### src/rtl/saph_float_sample_fifo_if.sv
`default_nettype none
// ============================================================================
// Module      : saph_float_sample_fifo_if
// Description : Capture and readback handshake bundle of the float sample FIFO.
// Revision    : 1.0 - initial release
// ============================================================================
interface saph_float_sample_fifo_if #(
    parameter int LANES   = 2,
    parameter int FLOAT_W = 32
);
    logic                              in_ready;
    logic [LANES-1:0][FLOAT_W-1:0]     in_data;
    logic                              out_valid;
    logic                              out_ready;
    logic [LANES-1:0][FLOAT_W-1:0]     out_data;

    // master: producer + reader side; slave: the FIFO itself
    modport master (
        output in_ready,
        output in_data,
        output out_ready,
        input  out_valid,
        input  out_data
    );

    modport slave (
        input  in_ready,
        input  in_data,
        input  out_ready,
        output out_valid,
        output out_data
    );
endinterface
`default_nettype wire

### src/rtl/saph_float_sample_fifo.sv
`default_nettype none
// ============================================================================
// Module      : saph_float_sample_fifo
// Description : Decimating sampler + circular FIFO for multi-lane float data.
//               Optional macro SAPH_SAMPLE_FIFO_OVF_EN adds a saturating
//               overflow counter output (ovf_count_o).
// Revision    : 1.0 - initial release
// ============================================================================
module saph_float_sample_fifo #(
    parameter int LANES   = 2,
    parameter int DEPTH   = 8,
    parameter int DECIM_W = 8,
    parameter int FLOAT_W = 32
) (
    input  wire logic                       clk,
    input  wire logic                       rst_n,
    input  wire logic                       clear_i,
    input  wire logic [DECIM_W-1:0]         decim_i,
    saph_float_sample_fifo_if.slave         bus,
    output logic [$clog2(DEPTH):0]          level_o,
    output logic                            full_o,
    output logic                            dropped_o
`ifdef SAPH_SAMPLE_FIFO_OVF_EN
    ,
    output logic [15:0]                     ovf_count_o
`endif
);

    localparam int c_PTR_W = $clog2(DEPTH);
    localparam int c_LVL_W = c_PTR_W + 1;

    typedef logic [LANES-1:0][FLOAT_W-1:0] sample_t;

    sample_t              mem_q [DEPTH];
    logic [c_PTR_W-1:0]   wp_q, wp_d;
    logic [c_PTR_W-1:0]   rp_q, rp_d;
    logic [c_LVL_W-1:0]   level_q, level_d;
    logic [DECIM_W-1:0]   dc_q, dc_d;
`ifdef SAPH_SAMPLE_FIFO_OVF_EN
    logic [15:0]          ovf_q, ovf_d;
`else
    logic                 dropped_q, dropped_d;
`endif

    logic w_valid;
    logic w_full;
    logic w_pop;
    logic w_capture;
    logic w_push;
    logic w_drop;

    assign w_valid   = (level_q != '0);
    assign w_full    = (level_q == c_LVL_W'(DEPTH));
    assign w_pop     = w_valid & bus.out_ready;
    // >= rather than == so a decim lowered below the running count captures next
    assign w_capture = bus.in_ready & (dc_q >= decim_i);
    assign w_push    = w_capture & (~w_full | w_pop);
    assign w_drop    = w_capture & w_full & ~w_pop;

    always_comb begin
        wp_d    = wp_q;
        rp_d    = rp_q;
        level_d = level_q;
        dc_d    = dc_q;
`ifdef SAPH_SAMPLE_FIFO_OVF_EN
        ovf_d   = ovf_q;
`else
        dropped_d = dropped_q;
`endif
        if (clear_i) begin
            wp_d    = '0;
            rp_d    = '0;
            level_d = '0;
            dc_d    = '0;
`ifdef SAPH_SAMPLE_FIFO_OVF_EN
            ovf_d   = '0;
`else
            dropped_d = 1'b0;
`endif
        end else begin
            if (bus.in_ready) begin
                dc_d = w_capture ? '0 : dc_q + DECIM_W'(1);
            end
            if (w_push) begin
                wp_d = wp_q + c_PTR_W'(1);
            end
            if (w_pop) begin
                rp_d = rp_q + c_PTR_W'(1);
            end
            case ({w_push, w_pop})
                2'b10:   level_d = level_q + c_LVL_W'(1);
                2'b01:   level_d = level_q - c_LVL_W'(1);
                default: level_d = level_q;
            endcase
            if (w_drop) begin
`ifdef SAPH_SAMPLE_FIFO_OVF_EN
                if (ovf_q != 16'hFFFF) begin
                    ovf_d = ovf_q + 16'd1;
                end
`else
                dropped_d = 1'b1;
`endif
            end
        end
    end

    always_ff @(posedge clk or negedge rst_n) begin
        if (!rst_n) begin
            wp_q    <= '0;
            rp_q    <= '0;
            level_q <= '0;
            dc_q    <= '0;
`ifdef SAPH_SAMPLE_FIFO_OVF_EN
            ovf_q   <= '0;
`else
            dropped_q <= 1'b0;
`endif
        end else begin
            wp_q    <= wp_d;
            rp_q    <= rp_d;
            level_q <= level_d;
            dc_q    <= dc_d;
`ifdef SAPH_SAMPLE_FIFO_OVF_EN
            ovf_q   <= ovf_d;
`else
            dropped_q <= dropped_d;
`endif
        end
    end

    // Storage is deliberately unreset; the head is masked while empty instead
    always_ff @(posedge clk) begin
        if (!clear_i && w_push) begin
            mem_q[wp_q] <= bus.in_data;
        end
    end

    assign bus.out_valid = w_valid;
    assign bus.out_data  = w_valid ? mem_q[rp_q] : '0;
    assign level_o       = level_q;
    assign full_o        = w_full;
`ifdef SAPH_SAMPLE_FIFO_OVF_EN
    assign ovf_count_o   = ovf_q;
    assign dropped_o     = (ovf_q != 16'd0);
`else
    assign dropped_o     = dropped_q;
`endif

endmodule
`default_nettype wire

### src/flat_wrapper.sv
// flat-port wrapper written by rule: the top's interface ports become plain ports
module saph_float_sample_fifo_flat 
#(
    parameter int LANES   = 2,
    parameter int DEPTH   = 8,
    parameter int DECIM_W = 8,
    parameter int FLOAT_W = 32
)
  (clk, rst_n, clear_i, decim_i, level_o, full_o, dropped_o, bus_in_ready, bus_in_data, bus_out_ready, bus_out_valid, bus_out_data);
  saph_float_sample_fifo_if #(.LANES(LANES), .FLOAT_W(FLOAT_W)) bus_i ();
  input  wire logic clk;
  input  wire logic rst_n;
  input  wire logic clear_i;
  input  wire logic [DECIM_W-1:0] decim_i;
  output logic [$clog2(DEPTH):0] level_o;
  output logic full_o;
  output logic dropped_o;
  input wire logic [$bits(bus_i.in_ready)-1:0] bus_in_ready;
  input wire logic [$bits(bus_i.in_data)-1:0] bus_in_data;
  input wire logic [$bits(bus_i.out_ready)-1:0] bus_out_ready;
  output wire logic [$bits(bus_i.out_valid)-1:0] bus_out_valid;
  output wire logic [$bits(bus_i.out_data)-1:0] bus_out_data;
  assign bus_i.in_ready = bus_in_ready;
  assign bus_i.in_data = bus_in_data;
  assign bus_i.out_ready = bus_out_ready;
  assign bus_out_valid = bus_i.out_valid;
  assign bus_out_data = bus_i.out_data;
  saph_float_sample_fifo #(.LANES(LANES), .DEPTH(DEPTH), .DECIM_W(DECIM_W), .FLOAT_W(FLOAT_W)) u_core (.clk(clk), .rst_n(rst_n), .clear_i(clear_i), .decim_i(decim_i), .bus(bus_i), .level_o(level_o), .full_o(full_o), .dropped_o(dropped_o));
endmodule
### config.mk
export PLATFORM = sky130hd
export DESIGN_NAME = saph_float_sample_fifo_flat
export DESIGN_NICKNAME = d
export VERILOG_FILES = /design/src/rtl/saph_float_sample_fifo_if.sv /design/src/rtl/saph_float_sample_fifo.sv /design/src/flat_wrapper.sv
export SDC_FILE = /design/constraint.sdc
export NUM_CORES = 1
export LEC_CHECK = 0
export BUFFER_PORTS_ARGS = -buffer_cell sky130_fd_sc_hd__buf_2
export CAP_MARGIN = 20
export CORE_ASPECT_RATIO = 0.7
export CORE_UTILIZATION = 54
export CTS_CLUSTER_SIZE = 30
export DETAILED_ROUTE_END_ITERATION = 7
export PLACE_DENSITY = 0.77
export REMOVE_ABC_BUFFERS = 1
export SETUP_SLACK_MARGIN = 0.1
export SLEW_MARGIN = 0
export SYNTH_ARGS = -nofsm -noshare
export SYNTH_HDL_FRONTEND = slang
export SYNTH_SLANG_ARGS = --single-unit
### constraint.sdc
create_clock -name clk -period 8.92 [get_ports clk]
set_input_delay 1.784 -clock clk [delete_from_list [all_inputs] [get_ports clk]]
set_output_delay 1.784 -clock clk [all_outputs]
set_load 0.01 [all_outputs]
# Word-level counts from Yosys, hierarchy flattened
# Memory sizes are Yosys's and may differ from the RTL's.
# Cells that the tools add are included.
op_classes:
  add_sub_neg: 5
  magnitude_cmp: 1
  eq_ne: 3
  mux: 14
  bitwise: 8
  n_reduce_logical: 8
ops:
  columns: ["cell", "count"]
  rows:
  - ["$mux 64", 1]
  - ["$mux 8", 3]
  - ["$mux 3", 4]
  - ["$add 8x1->8 const B", 1]
  - ["$ge 8x8->1", 1]
  - ["$pmux 4 s2", 1]
  - ["$reduce_bool 2->1", 4]
  - ["$add 3x1->3 const B", 2]
  - ["$and 1x1->1", 5]
  - ["$add 4x1->4 const B", 1]
  - ["$eq 4x4->1 const B", 1]
  - ["$mux 1", 4]
  - ["$mux 4", 1]
  - ["$reduce_bool 4->1", 1]
  - ["$sub 4x1->4 const B", 1]
  - ["$reduce_bool 3->1", 1]
  - ["$eq 2x1->1 const B", 1]
  - ["$eq 2x2->1 const B", 1]
  - ["$not 1->1", 2]
  - ["$logic_and 1x1->1", 1]
  - ["$logic_not 1->1", 1]
  - ["$or 1x1->1", 1]
totals:
  ff_bits: 19
  ram_bits: 512
  inputBits: 77
  out_inout_bits: 71
  elab_cells: 45
  mem_count: 1
mem_list:
  columns: ["memory", "depth", "width", "read_ports", "rd_clocked_by_memory_dff", "wr", "line_no", "source"]
  rows:
  - ["u_core.mem_q", 8, 64, 1, 0, 1, "saph_float_sample_fifo.sv:34", "sample_t mem_q [DEPTH];"]

# Longest topological paths before layout
depth:
  ltp_word: 7
  ltp_mapped: 13
  ltp_nobuf: 13

# Worst setup path before layout
# No wires, ideal clock.
synth_path:
  path_type: "input to register"
  start: "input decim_i[6]"
  end: "memory u_core.mem_q[0][0] (netlist bit), enable pin"
  arrival_time_ps: 9551
  setup_slack_ps: -1297
  stages: 6
  path_buffers: 0
  path_cell_list: "inv_1 ha_1 nand4_1 o311ai_2 nand3_1 nor4b_1"
synth_between:
  elab_chain_len: 6
synth_lines:
  columns: ["element", "line_no", "source"]
  rows:
  - ["start: declaration", "flat_wrapper.sv:14", "input wire logic [DECIM_W-1:0] decim_i;"]
  - ["$ge 8x8->1", "saph_float_sample_fifo.sv:56", "assign w_capture = bus.in_ready & (dc_q >= decim_i);"]
  - ["$and 1x1->1", "saph_float_sample_fifo.sv:56", null]
  - ["$and 1x1->1", "saph_float_sample_fifo.sv:57", "assign w_push = w_capture & (~w_full | w_pop);"]
  - ["$logic_and 1x1->1", "saph_float_sample_fifo.sv:133", "if (!clear_i && w_push) begin"]
  - ["$mux 1", "saph_float_sample_fifo.sv:133", null]
  - ["$mux 1 (not written as such)", "saph_float_sample_fifo.sv:134", "mem_q[wp_q] <= bus.in_data;"]
  - ["end: declaration", "saph_float_sample_fifo.sv:34", null]
# No other way between the ends.

# Final worst setup path
layout_path:
  start: "register u_core.rp_q[1]"
  end: "output bus_out_data[12]"
layout_between:
  elab_chain_len: 2
layout_lines:
  columns: ["element", "line_no", "source"]
  rows:
  - ["start: declaration", "saph_float_sample_fifo.sv:36", "logic [c_PTR_W-1:0] rp_q, rp_d;"]
  - ["start signal: assignment", "saph_float_sample_fifo.sv:120", "rp_q <= rp_d;"]
  - ["$mem_v2 8x64", null, null]
  - ["$mux 64", "saph_float_sample_fifo.sv:139", "assign bus.out_data = w_valid ? mem_q[rp_q] : '0;"]
  - ["end: declaration", "flat_wrapper.sv:22", "output wire logic [$bits(bus_i.out_data)-1:0] bus_out_data;"]
# No other way between the ends.

==> results.sh <==
export IMPL_hold_buffers=0
export IMPL_place_port_buffers=147
export IMPL_cellPowerDensity_mw_per_mm2=265.9
export IMPL_worst_path_max_delay_cell="dfrtp_4"
export IMPL_nNetsFinal=1221
export IMPL_synthCells=965
export IMPL_ys_seq_elements=531
export IMPL_syn_area_sq_mm=0.02065
export IMPL_synthTopCellsByCount="512 x edfxtp_1, 128 x mux4_2, 76 x nor2_1"
export IMPL_cp_num_buf_inv=2
export IMPL_die_area_sq_mm=0.03904
export IMPL_status="complete, no violations"
export IMPL_synth_cell_types=42
export IMPL_p_leak_nw=7.606
export IMPL_crit_path_max_incr_delay_ns=1.06
export IMPL_dr_first_iter_drc_count=719
export IMPL_postSynthAreaPerCell_sq_um=21.40
export IMPL_arrival_ns=3.52
export IMPL_clkSlewWorstSetupHoldPaths_ns=0.06
export IMPL_grt_first_pass_wirelength_um=61700
export IMPL_pre_cts_slack_ns=3.280
export IMPL_final_setup_viol_count=0
export IMPL_slew_violations=0
export IMPL_worst_setup_path_type="flop to output port"
export IMPL_numCtsBuffers=48
export IMPL_placed_cell_area_sq_mm=0.02198
export IMPL_antenna_found_initial=7
export IMPL_worst_pin_slew_ns=1.135
export IMPL_hpwl_um=20820
export IMPL_critPathLaunch="u_core.rp_q[1]"
export IMPL_clockBufferDepth=3
export IMPL_hold_violations=0
export IMPL_cts_root_buf="clkbuf_16"
export IMPL_hold_class="flop to flop"
export IMPL_die_w_um=235.7
export IMPL_ys_flop_type="edfxtp_1"
export IMPL_clk_latency_ns=0.57
export IMPL_finalWorstSetupSlack_ns=3.614
export IMPL_cts_tree="yes"
export IMPL_start_util=0.5518
export IMPL_path_depth=5
export IMPL_grt_pass1_vias=10241
export IMPL_cts_setup_buffers=0
export IMPL_min_period_over_period=0.5949
export IMPL_worstPathRequired_ns=7.14
export IMPL_htreeDepth=2
export IMPL_reg2reg_to="u_core.mem_q[5][27]"
export IMPL_grt_start_max_net_pins=67
export IMPL_rsz0062_at_grt="no"
export IMPL_place_gp_congestion=0.7671
export IMPL_r2r_start="u_core.dc_q[0]"
export IMPL_grt_ovfl_total=0
export IMPL_max_freq_ghz=0.1884
export IMPL_synth_yosys_warnings=0
export IMPL_reg2reg_depth=9
export IMPL_start_kind="flop"
export IMPL_core_sq_mm=0.03743
export IMPL_crit_fanout=66
export IMPL_first_pass_iters=4
export IMPL_area_growth_pct=14.04
export IMPL_cap_viol_max_count=0
export IMPL_wirelength_um=40170
export IMPL_final_area_sq_mm=0.02355
export IMPL_ant_nets=0
export IMPL_timing_slew_headroom=0.2430
export IMPL_final_setup_skew_ns=0.01829
export IMPL_ys_async_sr_fraction=0.03578
export IMPL_clock_sinks=531
export IMPL_critical_path_top_delay_family="buffers and inverters"
export IMPL_synth_edf_count=512
export IMPL_cp_end_kind="output port"
export IMPL_yosysMostFrequentCell="edfxtp_1"
export IMPL_postLayoutCoreUtil=0.6293
export IMPL_ir_drop_v=0.0002754
export IMPL_drive_gt1_frac=0.3196
export IMPL_netlist_area_leader_share=0.7445
export IMPL_rows=59
export IMPL_synth_top_area_cell="edfxtp_1"
export IMPL_via_per_inst=5.916
export IMPL_synthTopCellsByArea="edfxtp_1 74%, mux4_2 14%, mux2i_1 3.2%"
export IMPL_yosysSeqAreaShare=0.7675
export IMPL_crit_end="bus_out_data[12]"
export IMPL_grt_usage=0.2113
export IMPL_cp_cell_sequence="buf_4 > mux4_2 > mux2i_1 > nor2_1 > buf_2"
export IMPL_wl_per_cell_um=24.18
export IMPL_routed_via_count=9827
export IMPL_r2r_slack_ns=4.72
export IMPL_cts_resized=0
export IMPL_drc_errors=0
export IMPL_die_height_um=165.6
export IMPL_min_period_ns=5.306
export IMPL_io_pins=148
[cells in the final DEF, fill, tap and decap left out, drive strengths merged, types with 2 or more instances in the layout]
cell type / synthesis / layout
clkinv: 0 / 17
mux2i: 65 / 65
mux4: 128 / 128
and3: 6 / 6
nand4b: 5 / 5
clkbuf: 29 / 59
nor3: 11 / 11
buf: 17 / 161
clkinvlp: 0 / 3
a211o: 2 / 2
inv: 12 / 14
diode: 0 / 6
xor2: 2 / 2
nand2b: 3 / 3
nand2: 17 / 17
dfrtp: 19 / 19
xnor2: 2 / 2
edfxtp: 512 / 512
bufinv: 0 / 6
o211ai: 2 / 2
and2: 2 / 2
nand3b: 2 / 2
nor4: 3 / 3
o21ai: 9 / 9
a21oi: 12 / 12
nand3: 4 / 4
ha: 13 / 13
nor2: 76 / 76
[power by group]
group	switching, W	leakage [nW]	internal, W
Sequential	0.0000805	4.86	0.00274
Clock	0.000866	0.755	0.00118
Combinational	0.000743	2.00	0.000649
Total	0.00169	7.61	0.00457
[registers in the layout (all words and copies together) (netlist names)]
| signal | cells |
|---|---|
| u_core.dropped_o | 1 |
| u_core.rp_q | 3 |
| u_core.dc_q | 8 |
| u_core.mem_q | 512 |
| u_core.level_o | 4 |
| u_core.wp_q | 3 |
[worst min-delay path by stage]
stage | start | end | slack [ns] | depth (start not counted)
6_report | u_core.dropped_o | u_core.dropped_o | 0.50 | 2
5_1_grt | u_core.dropped_o | u_core.dropped_o | 0.53 | 2
4_1_cts | u_core.dropped_o | u_core.dropped_o | 0.51 | 2
3_5_place_dp | u_core.dropped_o | u_core.dropped_o | 0.49 | 2
3_3_place_gp | u_core.dropped_o | u_core.dropped_o | 0.48 | 2
2_1_floorplan | u_core.dc_q[7] | u_core.dc_q[7] | 0.51 | 2
[metrics by stage]
stage	TNS, ns	cells	power, W	hold slack, ns
6_report	0	1661	0.006262	0.5039
3_3_place_gp	0	1568	0.004284	0.4787
3_5_place_dp	0	1568	0.004297	0.4918
5_1_grt	0	1658	0.006534	0.5310
4_1_cts	0	1655	0.006340	0.5052
2_1_floorplan	-188.17	919	0.003910	0.5054
[final cells by class]
class                      count  area, sq um
sequential                   531        15860
tap                          488        610.6
antenna                        6        15.01
timing repair buffer         161        840.8
clock buffer                  59         1264
clock inverter                28        294.0
multi-input combinational    376         4621
fill                        2527        13880
inverter                      12        45.04
[cells by family (layout without fill, tap and decap cells)]
logic type / after synthesis / count (layout) / synth area share
flops: 531 / 531 / 0.7675
buf+inv: 58 / 260 / 0.01151
mux: 193 / 193 / 0.1711
fa+ha+maj: 14 / 14 / 0.008846
xor+xnor: 4 / 4 / 0.001697
other cells: 0 / 6 / 0
compound gates: 31 / 31 / 0.009331
simple gates: 134 / 134 / 0.02999
[metal layers]
metal  GRT usage  vias to the layer above  wire length [um]
met1      0.2953                     5191             17420
met3     0.04167                       65              2077
met5           0                        -                41
li1            -                     4305                 -
met4     0.05712                        6               737
met2      0.3450                      260             19890
[worst reg2reg max path, delay by kind of cell, from the launching register on]
family / cells / cell delay, ns
AND/OR/NAND/NOR: 4 / 1.49
buffers and inverters: 2 / 0.90
AO/OA/AOI/OAI: 2 / 0.69
flip-flops: 1 / 0.41
adder cells (fa/ha/maj): 1 / 0.26
(Power assumes the default switching activity.)
